## config.mk

```make
export PLATFORM = sky130hd
export DESIGN_NAME = capture_csr_bank
export DESIGN_NICKNAME = d
export VERILOG_FILES = /design/src/rtl/capture_csr_pkg.sv /design/src/rtl/capture_csr_channel.sv /design/src/rtl/capture_csr_bank.sv
export SDC_FILE = /design/constraint.sdc
export NUM_CORES = 1
export LEC_CHECK = 0
export ABC_AREA = 0
export ABC_CLOCK_PERIOD_IN_PS = 6300
export CORE_UTILIZATION = 50
export CTS_CLUSTER_DIAMETER = 100
export CTS_CLUSTER_SIZE = 28
export DETAILED_ROUTE_END_ITERATION = 16
export DONT_BUFFER_PORTS = 1
export PLACE_DENSITY = 0.79
export REMOVE_ABC_BUFFERS = 1
export SLEW_MARGIN = 10
export SYNTH_ARGS = -nofsm -noshare
export SYNTH_HDL_FRONTEND = slang
export SYNTH_SLANG_ARGS = --single-unit
```

## constraint.sdc

```tcl
create_clock -name clk -period 6.3 [get_ports clk]
set_clock_uncertainty 0.1 [all_clocks]
set_input_delay 1.89 -clock clk [delete_from_list [all_inputs] [get_ports clk]]
set_output_delay 1.89 -clock clk [all_outputs]
set_load 0.01 [all_outputs]
```

## src/rtl/capture_csr_pkg.sv

```systemverilog
// Shared definitions for the capture engine CSR bank: word offsets,
// CONTROL bit positions, the channel block address helper and the
// encoding of the per-channel capture FSM state.
package capture_csr_pkg;

  // Global register word offsets (block 0)
  localparam logic [2:0] OFS_CONTROL  = 3'd0;
  localparam logic [2:0] OFS_STATUS   = 3'd1;
  localparam logic [2:0] OFS_IRQ_PEND = 3'd2;
  localparam logic [2:0] OFS_IRQ_MASK = 3'd3;
  localparam logic [2:0] OFS_VERSION  = 3'd4;

  // Per-channel register word offsets within a channel block
  localparam logic [2:0] OFS_BUF_BASE  = 3'd0;
  localparam logic [2:0] OFS_BUF_END   = 3'd1;
  localparam logic [2:0] OFS_WR_PTR    = 3'd2;
  localparam logic [2:0] OFS_PKT_COUNT = 3'd3;

  // CONTROL bit positions; the count-clear strobe is always the MSB
  localparam int CTRL_GLOBAL_EN = 0;
  localparam int CTRL_CH_EN_LSB = 1;

  // State reported by each channel's capture FSM
  typedef enum logic [1:0] {
    CH_IDLE    = 2'b00,
    CH_ARMED   = 2'b01,
    CH_CAPTURE = 2'b10,
    CH_STORE   = 2'b11
  } ch_state_t;

  // Word address of the first register of channel c
  function automatic int unsigned ch_block_base(input int unsigned c);
    return 8 * (c + 1);
  endfunction

endpackage

```

## src/rtl/capture_csr_channel.sv

```systemverilog
// One capture channel: ring window (BUF_BASE/BUF_END), the hardware
// advanced write pointer with wrap, the saturating packet counter and
// the read mux for the channel's register block.
module capture_csr_channel
  import capture_csr_pkg::*;
#(
  parameter int DATA_W = 32
) (
  input  logic              clk,
  input  logic              reset,
  input  logic              en,
  input  logic              clr_count,
  input  logic              wr_base,
  input  logic              wr_end,
  input  logic [DATA_W-1:0] wmask,
  input  logic [DATA_W-1:0] wdata,
  input  logic [2:0]        offset,
  input  logic              pkt_done,
  input  logic [DATA_W-1:0] pkt_bytes,
  output logic [DATA_W-1:0] rd_data,
  output logic [DATA_W-1:0] buf_base,
  output logic [DATA_W-1:0] buf_end,
  output logic [DATA_W-1:0] wr_ptr,
  output logic              done_evt,
  output logic              wrap_evt
);

  logic [DATA_W-1:0] base_q, end_q, ptr_q, count_q;
  logic [DATA_W-1:0] base_next, end_next, ptr_adv;
  logic [DATA_W:0]   sum, over;
  logic              wrap_hit, accept;

  // Byte-lane merges and the wrap arithmetic for the next write pointer
  // NOTE: every combinational output gets a default before any branch so no latch is inferred.
  always_comb begin
    base_next = (base_q & ~wmask) | (wdata & wmask);
    end_next  = (end_q & ~wmask) | (wdata & wmask);
    sum       = {1'b0, ptr_q} + {1'b0, pkt_bytes};
    over      = sum - {1'b0, end_q};
    wrap_hit  = (sum >= {1'b0, end_q});
    ptr_adv   = wrap_hit ? (base_q + over[DATA_W-1:0]) : sum[DATA_W-1:0];
    // A base reload in the same cycle swallows the packet entirely.
    accept    = pkt_done & en & ~wr_base;
  end

  assign done_evt = accept;
  assign wrap_evt = accept & wrap_hit;

  // Channel register state: window, write pointer, packet counter
  // NOTE: sequential state uses non-blocking assignments so all flops update from pre-edge values.
  always_ff @(posedge clk) begin
    if (reset) begin
      base_q  <= '0;
      end_q   <= '0;
      ptr_q   <= '0;
      count_q <= '0;
    end else begin
      if (wr_base) begin
        base_q <= base_next;
        ptr_q  <= base_next;
      end else if (accept) begin
        ptr_q <= ptr_adv;
      end
      if (wr_end) end_q <= end_next;
      if (clr_count) count_q <= '0;
      else if (accept && (count_q != '1)) count_q <= count_q + 1'b1;
    end
  end

  // Read mux for this channel's block; unused offsets read as zero
  always_comb begin
    rd_data = '0;
    case (offset)
      OFS_BUF_BASE:  rd_data = base_q;
      OFS_BUF_END:   rd_data = end_q;
      OFS_WR_PTR:    rd_data = ptr_q;
      OFS_PKT_COUNT: rd_data = count_q;
      default:       rd_data = '0;
    endcase
  end

  assign buf_base = base_q;
  assign buf_end  = end_q;
  assign wr_ptr   = ptr_q;

endmodule

```

## src/rtl/capture_csr_bank.sv

```systemverilog
// Avalon-MM CSR bank for the capture engine. Holds the global CONTROL,
// STATUS, IRQ and VERSION words, decodes per-channel blocks, combines
// channel events into W1C interrupts and registers the read path.
module capture_csr_bank
  import capture_csr_pkg::*;
#(
  parameter int                DATA_W  = 32,
  parameter int                NUM_CH  = 2,
  parameter logic [DATA_W-1:0] VERSION = DATA_W'(32'h0002_0000),
  localparam int               ADDR_W  = 3 + $clog2(NUM_CH + 1)
) (
  input  logic                     clk,
  input  logic                     reset,
  input  logic [ADDR_W-1:0]        address,
  input  logic                     read,
  input  logic                     write,
  input  logic [DATA_W/8-1:0]      byteenable,
  input  logic [DATA_W-1:0]        writedata,
  output logic [DATA_W-1:0]        readdata,
  output logic                     readdatavalid,
  output logic                     irq,
  input  logic [2*NUM_CH-1:0]      ch_state,
  input  logic [NUM_CH-1:0]        pkt_done,
  input  logic [DATA_W*NUM_CH-1:0] pkt_bytes,
  output logic [DATA_W-1:0]        out_control,
  output logic [DATA_W*NUM_CH-1:0] out_buf_base,
  output logic [DATA_W*NUM_CH-1:0] out_buf_end,
  output logic [DATA_W*NUM_CH-1:0] out_wr_ptr
);

  logic [DATA_W-1:0]   control_q, mask_q, ctrl_next, wmask, glob_rd, rd_mux;
  logic [2*NUM_CH-1:0] status_q, pend_q, pend_set, pend_w1c;
  logic [ADDR_W-4:0]   blk;
  logic [2:0]          ofs;
  logic                glob_hit, wr_ctrl, wr_pend, wr_mask, clr_count;
  logic [NUM_CH-1:0]   ch_hit, done_evt, wrap_evt;
  logic [DATA_W-1:0]   ch_rd [NUM_CH];

  assign blk      = address[ADDR_W-1:3];
  assign ofs      = address[2:0];
  assign glob_hit = (blk == '0);
  assign wr_ctrl  = write & glob_hit & (ofs == OFS_CONTROL);
  assign wr_pend  = write & glob_hit & (ofs == OFS_IRQ_PEND);
  assign wr_mask  = write & glob_hit & (ofs == OFS_IRQ_MASK);
  assign clr_count = wr_ctrl & byteenable[DATA_W/8-1] & writedata[DATA_W-1];

  // Expand byte enables to a bit mask and form the global next values
  always_comb begin
    wmask = '0;
    for (int b = 0; b < DATA_W / 8; b++) wmask[8*b +: 8] = {8{byteenable[b]}};
    ctrl_next = (control_q & ~wmask) | (writedata & wmask);
    // The clear strobe is never stored, so CONTROL's MSB always reads 0.
    ctrl_next[DATA_W-1] = 1'b0;
    pend_set = {wrap_evt, done_evt};
    pend_w1c = wr_pend ? (writedata[2*NUM_CH-1:0] & wmask[2*NUM_CH-1:0]) : '0;
  end

  for (genvar c = 0; c < NUM_CH; c++) begin : g_ch
    localparam logic [ADDR_W-1:0] BLOCK_ADDR = ADDR_W'(ch_block_base(c));
    logic ch_en;

    assign ch_hit[c] = (blk == BLOCK_ADDR[ADDR_W-1:3]);
    assign ch_en     = control_q[CTRL_GLOBAL_EN] & control_q[CTRL_CH_EN_LSB + c];

    capture_csr_channel #(.DATA_W(DATA_W)) u_channel (
      .clk       (clk),
      .reset     (reset),
      .en        (ch_en),
      .clr_count (clr_count),
      .wr_base   (write & ch_hit[c] & (ofs == OFS_BUF_BASE)),
      .wr_end    (write & ch_hit[c] & (ofs == OFS_BUF_END)),
      .wmask     (wmask),
      .wdata     (writedata),
      .offset    (ofs),
      .pkt_done  (pkt_done[c]),
      .pkt_bytes (pkt_bytes[DATA_W*c +: DATA_W]),
      .rd_data   (ch_rd[c]),
      .buf_base  (out_buf_base[DATA_W*c +: DATA_W]),
      .buf_end   (out_buf_end[DATA_W*c +: DATA_W]),
      .wr_ptr    (out_wr_ptr[DATA_W*c +: DATA_W]),
      .done_evt  (done_evt[c]),
      .wrap_evt  (wrap_evt[c])
    );
  end

  // Global registers: CONTROL, STATUS mirror, pending and mask
  always_ff @(posedge clk) begin
    if (reset) begin
      control_q <= '0;
      status_q  <= '0;
      pend_q    <= '0;
      mask_q    <= '0;
    end else begin
      status_q <= ch_state;
      // Hardware set is OR-ed in after the W1C so a coincident event survives.
      pend_q   <= (pend_q & ~pend_w1c) | pend_set;
      if (wr_ctrl) control_q <= ctrl_next;
      if (wr_mask) mask_q <= (mask_q & ~wmask) | (writedata & wmask);
    end
  end

  // Read-side decode over global words and channel blocks
  always_comb begin
    glob_rd = '0;
    case (ofs)
      OFS_CONTROL:  glob_rd = control_q;
      OFS_STATUS:   glob_rd[2*NUM_CH-1:0] = status_q;
      OFS_IRQ_PEND: glob_rd[2*NUM_CH-1:0] = pend_q;
      OFS_IRQ_MASK: glob_rd = mask_q;
      OFS_VERSION:  glob_rd = VERSION;
      default:      glob_rd = '0;
    endcase
    rd_mux = glob_hit ? glob_rd : '0;
    for (int c = 0; c < NUM_CH; c++) begin
      if (ch_hit[c]) rd_mux = ch_rd[c];
    end
  end

  // Registered read response; readdata holds between reads
  always_ff @(posedge clk) begin
    if (reset) begin
      readdata      <= '0;
      readdatavalid <= 1'b0;
    end else begin
      readdatavalid <= read;
      if (read) readdata <= rd_mux;
    end
  end

  // Registered interrupt level
  always_ff @(posedge clk) begin
    if (reset) irq <= 1'b0;
    else       irq <= |(pend_q & mask_q[2*NUM_CH-1:0]);
  end

  assign out_control = control_q;

endmodule

```

; ---- Yosys cells after proc, flatten, opt, wreduce, memory -nomap -nowiden
; Cells that the tools add are included.
[totals]
regBits = 361
in_bits = 115
word_cells = 96
[op_classes]
add_sub_neg = 8
n_lt_le_gt_ge = 2
n_eq_ne = 8
mux = 14
n_bitwise = 41
reduce_logical = 8
[op_table]
columns = cell, n
row1 = $mux W32, 9
row2 = $pmux W32 S4, 2
row3 = $and A32 B32 Y32, 6
row4 = $or A32 B32 Y32, 5
row5 = $pmux W28 S3, 1
row6 = $add A32 B32 Y33, 2
row7 = $ge A33 B32 Y1, 2
row8 = $add A32 B1 Y32 const B, 2
row9 = $add A32 B32 Y32, 2
row10 = $ne A32 B32 Y1 const B, 2
row11 = $sub A32 B32 Y32, 2
row12 = $not A32 Y32, 1
row13 = $and A31 B31 Y31, 1
row14 = $or A31 B31 Y31, 1
row15 = $and A1 B1 Y1, 20
row16 = $pmux W4 S4, 1
row17 = $and A4 B4 Y4, 3
row18 = $eq A3 B2 Y1 const B, 2
row19 = $mux W4, 1
row20 = $not A4 Y4, 1
row21 = $or A4 B4 Y4, 1
row22 = $reduce_bool A2 Y1, 2
row23 = $reduce_or A4 Y1, 1
row24 = $eq A3 B1 Y1 const B, 1
row25 = 8 further kinds, 10

; ---- Depth between registers and ports, before layout
[depth]
word_depth = 7
ltp_mapped = 24
ltp_nobuf = 22

; ---- Modules after synthesis
; Synthesis repeated with hierarchy kept, for this count alone.
[hier_totals]
cells_unflattened = 3652
hier_area_um2 = 28372.2
[modules_own_cells]
columns = mod, instances, cells_per_inst, area_per_inst_um2, seq_area_each_um2
row1 = capture_csr_channel at g_ch[0].u_channel, 1, 1549, 11633.7, 2562.5
row2 = capture_csr_channel at g_ch[1].u_channel, 1, 1468, 11203.2, 2562.5
row3 = capture_csr_bank, 1, 635, 5535.3, 2102.0

; ---- Least setup slack after synthesis
; No wires, ideal clock.
[synth_path]
path_type = input to register
startpoint = input port pkt_bytes[0]
endpoint = register g_ch[0].u_channel.ptr_q[31]
arrival_ns = 6.244
required_time_ns = 6.081
path_slack_ns = -0.163
cell_stages = 22
n_path_buf = 0
cell_sequence = ha_1 fa_1 a211oi_1 o211ai_1 nand3_1 nand2_1 a31o_2 a21o_1 a21oi_1 xnor2_1 fa_1 ha_1 and2_1 nand3_1 nor2_1 a31oi_1 o21ai_0 a31o_2 a21oi_1 o21ai_0 mux2i_1 o221a_2
[synth_via]
elab_chain_len = 6
[synth_rtl]
columns = element, line_no
row1 = from (decl), capture_csr_bank.sv:24  ; input logic [DATA_W*NUM_CH-1:0] pkt_bytes,
row2 = $add A32 B32 Y33 *, capture_csr_channel.sv:38  ; sum = {1'b0, ptr_q} + {1'b0, pkt_bytes};
row3 = $sub A32 B32 Y32, capture_csr_channel.sv:39  ; over = sum - {1'b0, end_q};
row4 = $add A32 B32 Y32, capture_csr_channel.sv:41  ; ptr_adv = wrap_hit ? (base_q + over[DATA_W-1:0]) : sum[DATA_W-1:0];
row5 = $mux W32 *, capture_csr_channel.sv:41
row6 = $mux W32 *, capture_csr_channel.sv:61  ; end else if (accept) begin
row7 = $mux W32 *, capture_csr_channel.sv:58  ; if (wr_base) begin
row8 = to (signal assigned), capture_csr_channel.sv:60  ; ptr_q <= base_next;
row9 = to (signal assigned), capture_csr_channel.sv:62  ; ptr_q <= ptr_adv;
row10 = to (decl), capture_csr_channel.sv:28  ; logic [DATA_W-1:0] base_q, end_q, ptr_q, count_q;
; Every way passes the cells marked *; elsewhere a longest branch is shown, timed or not. The select of a mux whose other input is x is not followed.
; A chain may end at the register's enable or synchronous reset.

; ---- Worst setup path after layout
[layout_path]
startpoint = input port pkt_bytes[32]
endpoint = register g_ch[1].u_channel.ptr_q[23]
[layout_via]
elab_chain_len = 6
[layout_rtl]
columns = element, line_no
row1 = $add A32 B32 Y33 *, capture_csr_channel.sv:38
row2 = $sub A32 B32 Y32, capture_csr_channel.sv:39
row3 = $add A32 B32 Y32, capture_csr_channel.sv:41
row4 = $mux W32 *, capture_csr_channel.sv:41
row5 = $mux W32 *, capture_csr_channel.sv:61
row6 = $mux W32 *, capture_csr_channel.sv:58
row7 = to (signal assigned), capture_csr_channel.sv:60
row8 = to (signal assigned), capture_csr_channel.sv:62
row9 = to (decl), capture_csr_channel.sv:28
; Marks and branches as above.

==> flow_summary.ini <==
[yosys]
yosys.area.top_type_share_pct = 27.5
yosys_warnings = 0
synth_top_area_cell = dfxtp_1
synth.cell_area_um2 = 26300
synth_edf_count = 0
synth_cells = 3303
syn_area_per_cell_um2 = 7.96
async_reset_ff_share_pct = 0
synthFlopType = dfxtp_1
yosys.cell_types.count = 81
ys_top_cells_by_area = dfxtp_1 27%, ha_1 9.2%, a21oi_1 7.3%
ys_seq_area_share_pct = 27.5
synth.ff_latch_count = 361

[global_route]
grt_pass1_vias = 24907
grt_max_degree = 274
track_usage_pct = 34.6
antenna_found_initial = 0
grt_pass1_wl_um = 145000
grt-ovfl-total = 0

[worst_setup_path]
worstReg2RegEnd = g_ch[1].u_channel.wr_ptr[22]
cp.required_ps = 6650
cp-endpoint = g_ch[1].u_channel.wr_ptr[23]
r2r-start = g_ch[1].u_channel.wr_ptr[1]
cp.arrival_ps = 6460
cp.depth = 20
cpMostUsedCell = ha_4
cp-end-kind = register
crit_path_max_fanout = 4
path_class = in2reg
critical-path-max-stage-delay_ps = 500
r2r_setup_slack_ps = 910
crit_start = pkt_bytes[32]
crit_buf_inv = 1
path_cells = ha_4 > fa_2 > a211oi_2 > o211ai_1 > and3_1 > o21a_1 > nor2_2 > xnor2_2 > fa_1 > ha_4 > buf_4 > nand2_1 > nor3b_1 > o31a_1 > a221oi_4 > o211a_1 > o31ai_2 > xor2_1 > nand2b_1 > a211oi_1
cp_top_family = compound AO/OA/AOI/OAI gates
critPathSlowestCell = fa_1
r2r_cells = 23
critical_path.startpoint_type = input port

[clock_tree]
numClockSinks = 361
clk_pin_slew_ps = 110
cts_made_buffers = 17
ctsHoldBuffers = 0
clock-root-buffer = clkbuf_16
cts_max_path_buffers = 3
htreeDepth = 1
cts_tree = built
clk_latency_ps = 540

[cells_and_area]
synthToLayoutAreaGrowth_pct = 13.7
n_antenna_cell = 0
final_cells = 4142
utilization_pct = 57.9
drive_above_1_share_pct = 13.5
final_nets = 3835

[power]
ir_worst_vdd_mv = 0.143
p_sw_share_pct = 29.9
p_int_uw = 3420
combPwrFrac_pct = 25.8
p_per_area_nw_per_um2 = 163
p_leak_uw = 0.0115
clock_power_share_pct = 26.3
power.share.sequential_pct = 47.9
switchingPower_uw = 1460

[timing]
fin_crit_ps = 6110
max_slew.worst_pin.slew_ps = 1080
hold_violations = 0
period_share_pct = 97.0
fmax_ghz = 0.164
finalSetupViolCount = 0
holdWs_ps = 362
finalMaxSlewViolations = 0
slew_headroom_pct = 27.8

[drt]
drtPass1Iterations = 6
wirelength_um = 96600
first_iter_violations = 2350
vias_per_cell = 6.36
drcViolationCount = 0
ant_nets = 0
wire_per_inst_um = 23.3
vias = 26356

[placement]
dp_cells = 4106
place_congestion = 1.00
io_buffers = 0
post-dp-hpwl_um = 74500

[floorplan]
initial_core_util_pct = 50.9
io_pins = 373
fp.coreArea_um2 = 51600
rows = 83
die_h_um = 231
die_area_um2 = 53500
die_x_um = 231

[flow_run]
maxCapViolations = 0

[min_path]
holdCritPathClass = reg2reg

[status]
status = finished clean
area by class of cell:
cell class	instances	area (µm²)
clock buffer	17	425
clock inverter	2	36.3
fill	4646	21700
inverter	110	413
multi-input combinational	2624	18200
sequential	361	7230
tap	680	851
timing repair buffer	348	2720
how the worst min path moves through the flow:
stage | start | to | slack (ps) | depth (start not counted)
2_1_floorplan | register | register | 330 | 2
3_3_place_gp | register | register | 340 | 2
3_5_place_dp | register | register | 340 | 2
4_1_cts | register | register | 360 | 2
5_1_grt | register | register | 380 | 2
6_report | register | register | 360 | 2
Yosys cell counts, types with 86 or more instances:
| cell | count |
|---|---|
| a21oi_1 | 383 |
| a22oi_1 | 86 |
| clkbuf_1 | 163 |
| dfxtp_1 | 361 |
| ha_1 | 194 |
| inv_1 | 109 |
| mux2i_1 | 87 |
| nand2_1 | 346 |
| nand3_1 | 243 |
| nor2_1 | 237 |
| o21ai_0 | 115 |
| xor2_1 | 86 |
through the flow:
stage | area (µm²) | setup slack [ps] | power, µW | setup TNS (ps)
2_1_floorplan | 25400 | -3840 | 3100 | -459490
3_3_place_gp | 28900 | -451 | 3550 | -24170
3_5_place_dp | 28900 | -620 | 3560 | -30700
4_1_cts | 29400 | 3.42 | 4810 | 0
5_1_grt | 29900 | -50.6 | 5090 | -508
6_report | 29900 | 187 | 4880 | 0
power by group through the flow:
stage          Clock [µW]  Combinational [µW]  Sequential [µW]
2_1_floorplan           0                 725             2370
3_3_place_gp            0                1160             2390
3_5_place_dp            0                1170             2390
4_1_cts              1300                1180             2340
5_1_grt              1380                1370             2340
6_report             1290                1260             2340
routing by layer:
layer / vias to the layer above / global-route usage, % / share of wire [%]
li1: 12322 / - / -
met1: 12511 / 44.9 / 40
met2: 1271 / 56.6 / 46
met3: 252 / 5.34 / 8.6
met4: 0 / 15.6 / 5.3
met5: - / 0 / 0
cell families after synthesis:
| logic type | Yosys count | share of synthesized area (%) |
|---|---|---|
| adders and majority gates | 258 | 14.1 |
| AOI/OAI and AO/OA | 1049 | 25.8 |
| DFF | 361 | 27.5 |
| buffers and inverters | 318 | 4.75 |
| muxes | 94 | 3.78 |
| and+or+nand+nor | 1057 | 18.5 |
| other | 1 | 0.0143 |
| xor gates and xnor gates | 165 | 5.50 |
tightest hold or removal path: cells and delay by family, from the launching register on:
family	cells	cell delay (ps)
compound gates	1	50
flops	1	330
simple gates	1	50
repair_timing:
action / 4_1_cts / 5_1_grt
resized for setup: 2 / 73
gates cloned: 0 / 2
pin swaps: 1 / 44
setup buffers: 0 / 16
endpoints found under the setup margin: 18 / 66
endpoints found under the hold margin: 0 / 0
layout by cell type (no fill, tap or decap), types with 7 or more instances in the layout:
cell type / netlist / routed
a21oi_1: 383 / 370
dfxtp_1: 361 / 361
nand2_1: 346 / 346
buf_4: 4 / 338
nand3_1: 243 / 242
nor2_1: 237 / 234
ha_1: 194 / 190
inv_1: 109 / 109
o21ai_0: 115 / 109
mux2i_1: 87 / 87
a22oi_1: 86 / 86
xor2_1: 86 / 84
a21o_1: 76 / 76
xnor2_1: 79 / 73
a211oi_1: 77 / 70
fa_1: 64 / 62
a221oi_1: 42 / 41
nor3_1: 40 / 38
nand4_1: 33 / 33
nand2b_1: 33 / 33
o21a_1: 33 / 33
o22ai_1: 32 / 32
a22o_1: 31 / 31
nor2b_1: 31 / 30
and3_1: 29 / 29
a31oi_1: 30 / 28
o211ai_1: 20 / 20
clkbuf_16: 0 / 19
and2_1: 20 / 18
a211o_1: 15 / 15
a21oi_2: 0 / 13
o21bai_1: 12 / 11
or3_1: 11 / 11
o31ai_1: 13 / 11
o221ai_1: 11 / 11
a31o_2: 9 / 9
a211oi_2: 1 / 8
o21ai_2: 4 / 8
and4_1: 8 / 8
a21boi_0: 8 / 7
Power figures use the tool's default switching activity.
